===== src/rtl/mem_stage_ctrl.sv =====
// ---------------------------------------------------------------------------
// mem_stage_ctrl
//
// Memory-access stage controller for the 5-stage pipeline. It takes the
// MEM-stage outputs of the EX/MEM register, issues loads and stores on the
// data-memory request/response bus, and holds the front of the pipeline with
// mem_stall until the access finishes. It also owns the MEM/WB register.
//
// Ports
//   clk, rst            clock, synchronous active-high reset
//   MEM_alu_out         effective address (ld/str) or ALU result (others)
//   MEM_b2              store data
//   MEM_rd, MEM_we      destination register and its write enable
//   MEM_ld, MEM_str     load / store (both high behaves as a load)
//   MEM_byt             byte access when high, word access otherwise
//   dmem_req/wr/addr/wdata/be   request side of the data-memory bus
//   dmem_gnt            request accepted this cycle
//   dmem_rvalid/rdata   read response
//   mem_stall           freezes IF/ID/EX and the EX/MEM register
//   WB_rd, WB_we, WB_data       MEM/WB register outputs
//
// The byte-lane logic assumes four lanes, so XLEN is expected to stay 32.
// ---------------------------------------------------------------------------
module mem_stage_ctrl #(
  parameter int XLEN = 32
) (
  input  logic            clk,
  input  logic            rst,

  input  logic [XLEN-1:0] MEM_alu_out,
  input  logic [XLEN-1:0] MEM_b2,
  input  logic [4:0]      MEM_rd,
  input  logic            MEM_we,
  input  logic            MEM_ld,
  input  logic            MEM_str,
  input  logic            MEM_byt,

  output logic            dmem_req,
  output logic            dmem_wr,
  output logic [XLEN-1:0] dmem_addr,
  output logic [XLEN-1:0] dmem_wdata,
  output logic [3:0]      dmem_be,
  input  logic            dmem_gnt,
  input  logic            dmem_rvalid,
  input  logic [XLEN-1:0] dmem_rdata,

  output logic            mem_stall,

  output logic [4:0]      WB_rd,
  output logic            WB_we,
  output logic [XLEN-1:0] WB_data
);

  typedef enum logic {
    IDLE,
    WAIT_R
  } state_t;

  state_t          state;
  state_t          state_next;

  logic            access;
  logic            is_load;
  logic            is_store;
  logic            granted;
  logic            done;
  logic [1:0]      lane;
  logic [7:0]      load_byte;
  logic [XLEN-1:0] load_data;

  // Decode the access type. A load takes priority when both ld and str are
  // set, so the store half of such an instruction is simply dropped.
  assign access   = MEM_ld | MEM_str;
  assign is_load  = MEM_ld;
  assign is_store = MEM_str & ~MEM_ld;
  assign lane     = MEM_alu_out[1:0];

  // A grant only counts while we are actually requesting, so a stray gnt
  // during reset or between accesses can never complete anything.
  assign granted  = dmem_req & dmem_gnt;

  // State register. Reset always returns to IDLE, which also abandons any
  // read still in flight; its late rvalid is then ignored in IDLE.
  always_ff @(posedge clk) begin
    if (rst) begin
      state <= IDLE;
    end else begin
      state <= state_next;
    end
  end

  // Next-state, request and completion logic. Stores finish on their grant;
  // loads finish on the read response after moving to WAIT_R.
  always_comb begin
    state_next = state;
    dmem_req   = 1'b0;
    done       = 1'b0;
    unique case (state)
      IDLE: begin
        dmem_req = access & ~rst;
        if (granted && is_store) begin
          done = 1'b1;
        end
        if (granted && is_load) begin
          state_next = WAIT_R;
        end
      end
      WAIT_R: begin
        if (dmem_rvalid) begin
          done       = 1'b1;
          state_next = IDLE;
        end
      end
      default: begin
        state_next = IDLE;
      end
    endcase
  end

  // Stall whenever a memory instruction sits in MEM and has not finished
  // this cycle; the stall drops in the completing cycle itself.
  assign mem_stall = access & ~done & ~rst;

  // Request attributes depend only on the held MEM_* inputs, so they stay
  // stable for as long as a request waits for its grant.
  always_comb begin
    dmem_wr = is_store;
    if (MEM_byt) begin
      dmem_addr  = MEM_alu_out;
      dmem_be    = 4'b0001 << lane;
      dmem_wdata = {4{MEM_b2[7:0]}};
    end else begin
      dmem_addr  = {MEM_alu_out[XLEN-1:2], 2'b00};
      dmem_be    = 4'b1111;
      dmem_wdata = MEM_b2;
    end
  end

  // Load data formatting: byte loads pick the addressed lane and
  // zero-extend it; word loads pass the bus data straight through.
  always_comb begin
    load_byte = dmem_rdata[{lane, 3'b000} +: 8];
    if (MEM_byt) begin
      load_data = {{(XLEN-8){1'b0}}, load_byte};
    end else begin
      load_data = dmem_rdata;
    end
  end

  // MEM/WB register. While stalled, a bubble goes downstream (write enable
  // cleared) and the rest holds. Otherwise the instruction retires; writes
  // to x0 are suppressed here so writeback never needs to check.
  always_ff @(posedge clk) begin
    if (rst) begin
      WB_rd   <= 5'd0;
      WB_we   <= 1'b0;
      WB_data <= '0;
    end else if (mem_stall) begin
      WB_we   <= 1'b0;
    end else begin
      WB_rd   <= MEM_rd;
      WB_we   <= MEM_we & (MEM_rd != 5'd0);
      WB_data <= is_load ? load_data : MEM_alu_out;
    end
  end

endmodule


===== config.mk =====
export PLATFORM = sky130hd
export DESIGN_NAME = mem_stage_ctrl
export DESIGN_NICKNAME = d
export VERILOG_FILES = /design/src/rtl/mem_stage_ctrl.sv
export SDC_FILE = /design/constraint.sdc
export NUM_CORES = 1
export LEC_CHECK = 0
export ABC_AREA = 1
export CAP_MARGIN = 20
export CORE_MARGIN = 5
export CORE_UTILIZATION = 36
export DETAILED_ROUTE_END_ITERATION = 7
export PLACE_DENSITY = 0.87
export SETUP_SLACK_MARGIN = 0.02
export SLEW_MARGIN = 20
export SYNTH_ARGS = -nofsm -noshare
export SYNTH_HDL_FRONTEND = slang
export SYNTH_SLANG_ARGS = --single-unit

===== constraint.sdc =====
create_clock -name clk -period 3.4 [get_ports clk]
set_clock_uncertainty 0.2 [all_clocks]
set_input_delay 0.68 -clock clk [delete_from_list [all_inputs] [get_ports clk]]
set_output_delay 0.68 -clock clk [all_outputs]
set_load 0.005 [all_outputs]

# Word-level counts from Yosys, hierarchy flattened
# Index checks and enable logic that the tools add are counted.
dict set report classes {
  bitwise 11
  shift 2
  n_reduce_logical 4
  muxes 12
}
# cell count
set ops {}
lappend ops {{2-to-1 mux 32 bit} 3}
lappend ops {{variable part select 32 x 6 -> 8 bit} 1}
lappend ops {{bitwise AND 1 bit} 6}
lappend ops {{2-to-1 mux 1 bit} 5}
lappend ops {{nonzero test 5 bit} 1}
lappend ops {{2-to-1 mux 4 bit} 1}
lappend ops {{inverter 1 bit} 4}
lappend ops {{one-hot mux 1 bit (2 select lines)} 2}
lappend ops {{<< shifter 1 x 2 -> 4 bit, first input constant} 1}
lappend ops {{logical AND 1 bit} 2}
lappend ops {{2-to-1 mux 2 bit} 1}
lappend ops {{OR reduction 2 bit} 1}
lappend ops {{OR 1 bit} 1}
dict set report totals {
  elab_cells 33
  reg_bits 39
}

# Depth between registers and ports, before layout
dict set report logic_depth {
  ltp_word 11
  mapped_depth 10
}

# Worst setup path before layout
# OpenSTA, ideal clock, no wires.
dict set report synth_timing {
  path_kind {input to output}
  from {input port MEM_byt}
  to {output port dmem_wdata[10]}
  path_buffers 2
  stages 5
  slack_ns 1.196
  required_time_ns 2.520
  arrival_ns 1.324
  path_cell_list {inv_2 clkbuf_1 buf_2 nand2_1 nand2_1}
}
dict set report synth_between {
  elab_chain_len 1
}
# element line
set synth_lines {}
lappend synth_lines {{start, declared} 36} ;# input logic MEM_byt,
lappend synth_lines {{2-to-1 mux 32 bit} 128} ;# if (MEM_byt) begin
lappend synth_lines {{end, declared} 41} ;# output logic [XLEN-1:0] dmem_wdata,
# Every way passes these cells.

# Final worst setup path
dict set report layout_timing {
  from {input port MEM_byt}
  to {output port dmem_wdata[8]}
}
# The elaborated chain is that of the path after synthesis.

==> metrics.md <==
| Metric | Value |
|---|---|
| Antenna Violating Nets Remaining | 0 |
| CTS resizes | 0 |
| Unique masters post-synth | 18 |
| Buf/Inv on CP | 3 |
| WL final | 11,200 microns |
| Fillcell total | 657 |
| Clk_lat worst skew | 0.28 ns |
| I/O pins | 218 |
| Max-cap violations | 0 |
| Relative slew margins | 0.597 |
| Critical Path Fanout Max | 26 |
| Full die area | 9310 sq um |
| Synthesized flop and latch total | 39 |
| Ranking of synthesized cells by area | nand2_1, dfxtp_1, buf_4, nand3_1, inv_1 |
| Req. time, crit path | 2.52 ns |
| Final setup vio count | 0 |
| Commonest cells after routing, fill and taps aside | nand2_1, clkdlybuf4s50_1, dfxtp_1, nand3_1, inv_1 |
| Final WS setup | 0.224 ns |
| Startpoint Class | primary input |
| Via count of the routed design | 3,495 |
| Flop-to-flop setup slack | 1.69 ns |
| CP endpoint kind | output pin |
| CTS tree | done |
| PwrDens | 280 nW/um^2 |
| Finished Cell Area | 4760 sq um |
| CP max-delay cell | clkdlybuf4s50_1 |
| Status | finished clean |
| Mapped Cells | 476 |
| Row count | 31 |
| Final Hold Viols | 0 |
| VDD IR max | 0.239 mV |
| Post-synth top area cell | nand2_1 |
| Die Wd | 96.5 microns |
| Global-route wire length before repair | 17,000 microns |
| Post-cts hold buffer count | 0 |
| Critical path's top delay family | buffers and inverters |
| CTS buffer count | 5 |
| YS warnings | 0 |
| Vias per cell | 4.66 |
| Syn Nets | 585 |
| Drt drc | 0 |
| WL per Instance | 14.9 microns |
| Die height | 96.5 microns |
| RSZ-0062 raised after global routing | false |
| Arr. time, crit path | 2.30 ns |
| Vias in the first global route | 3,354 |
| Sink Count | 39 |
| Clk Tree Root Cell | clkbuf_8 |
| WS Path Type | primary input to output pin |
| Post-route setup TNS | 0 ns |
| All-layer global routing usage | 0.235 |
| Crit path from | MEM_byt |
| Nets@finish | 759 |
| R2R cell count | 7 |
| Gr ovfl total | 0 |
| Crit path time final | 3.18 ns |
| Seq/Total Area, Yosys | 0.290 |
| Final Max Tran Viols | 0 |
| Initial Util | 0.371 |
| Cell area after synthesis | 2690 sq um |
| CP Capture Point | dmem_wdata[8] |
| Static Leak | 0.00232 uW |
| Iter 0 DRT Violations | 156 |
| Initial antenna violation count | 0 |
| H-Tree Depth | 2 |
| Commonest non-fill, non-tap cell in the layout | nand2_1 |
| Worst Max-Slew Pin Slew | 0.603 ns |
| Final period utilization | 0.934 |
| Post-layout total power | 1330 uW |
| CTS clock-pin slew for the worst setup and hold paths | 0.08 ns |
| Largest stage delay, worst path | 0.53 ns |
| CP Depth | 5 |
| Layout cell share with drive strength beyond 1 | 0.0384 |
| Mapped Avg Cell Area | 5.66 sq um |
| Final HPWL DP | 9090 microns |
| Type of the worst min-delay path | flop to flop |
| Post-CTS Setup Inserts | 0 |
| Synth top area share | 0.385 |
| Core area | 7250 sq um |
| GP Congestion | 0.829 |
| Placed inst area | 4660 sq um |
| Achievable Freq | 315 MHz |
| FF-to-FF End | WB_we |
| Port Buf Inserts | 217 |
| Critical path, cell by cell | clkdlybuf4s50_1 -> inv_2 -> nand2_1 -> nand2_1 -> clkdlybuf4s50_1 |
| R2r startpoint | state |
| Antenna diodes | 0 |
| Total iterations of the first detailed-routing run | 5 |
| Pin count of the biggest net entering global routing | 39 |
| CTS Buffer Depth | 2 |
| Layout area overhead | 76.8% |
| Dpl ws | 0.222 ns |
layer usage:
metal,GRT usage,part of all wire,up-vias
met2,0.433,0.51,138
li1,-,-,1766
met1,0.272,0.40,1575
met3,0.0635,0.082,16
met4,0.0421,0.014,0
met5,0,0,-
tightest hold or removal path, stage by stage (launching register included):
cell and delay (ns):
dfxtp_1 0.31, nand2_1 0.06, nand2_1 0.04
cell usage after synthesis:
cell type	instances
nand2_1	276
buf_4	39
dfxtp_1	39
nand3_1	36
inv_1	24
buf_2	13
o21ai_0	11
a21oi_1	9
nor2_1	8
clkbuf_1	7
inv_2	5
buf_6	3
a21oi_2	1
a41oi_1	1
nand4_1	1
nor3_1	1
nor4_1	1
o21ai_1	1
state kept, by name (all words and copies together), names as in the netlist:
signal,flops
state,1
WB_we,1
WB_rd,5
WB_data,32
worst min path at each step:
stage | cells after the start | to | from
after global placement | 2 | WB_data[28] | WB_data[28]
final | 2 | WB_data[5] | WB_data[5]
after CTS | 2 | WB_data[5] | WB_data[5]
after global routing | 2 | WB_data[19] | WB_data[19]
after floorplan | 2 | WB_data[16] | WB_data[16]
after detailed placement | 2 | WB_data[12] | WB_data[12]
cell families (layout without fill, tap and decap cells):
logic type | count (synthesis) | after routing | synth area share
flops | 39 | 39 | 0.290
buf+inv | 91 | 266 | 0.196
simple gates | 323 | 323 | 0.469
compound gates | 23 | 23 | 0.0455
cell type report:
cell class	count	area, sq um	area share
inverters	29	109	0.0229
flip-flops and latches	39	781	0.164
well taps	99	124	0.0260
multi-input cells	346	1390	0.291
clock buffers	8	100	0.0210
repair buffers	229	2260	0.475
per-stage QoR:
stage / cells / hold WS [ns] / utilization
6_report: 750 / 0.253 / 0.657
5_1_grt: 750 / 0.275 / 0.657
2_1_floorplan: 476 / 0.246 / -
4_1_cts: 750 / 0.255 / 0.657
3_5_place_dp: 742 / 0.242 / 0.643
3_3_place_gp: 742 / 0.236 / 0.643
power breakdown:
part,internal [uW],leakage (uW),total [uW],switching [uW]
Clock,185,0.0000515,343,157
Sequential,483,0.000319,497,13.6
Combinational,293,0.00195,493,199
Note: power is estimated with default switching activity, not from simulation.
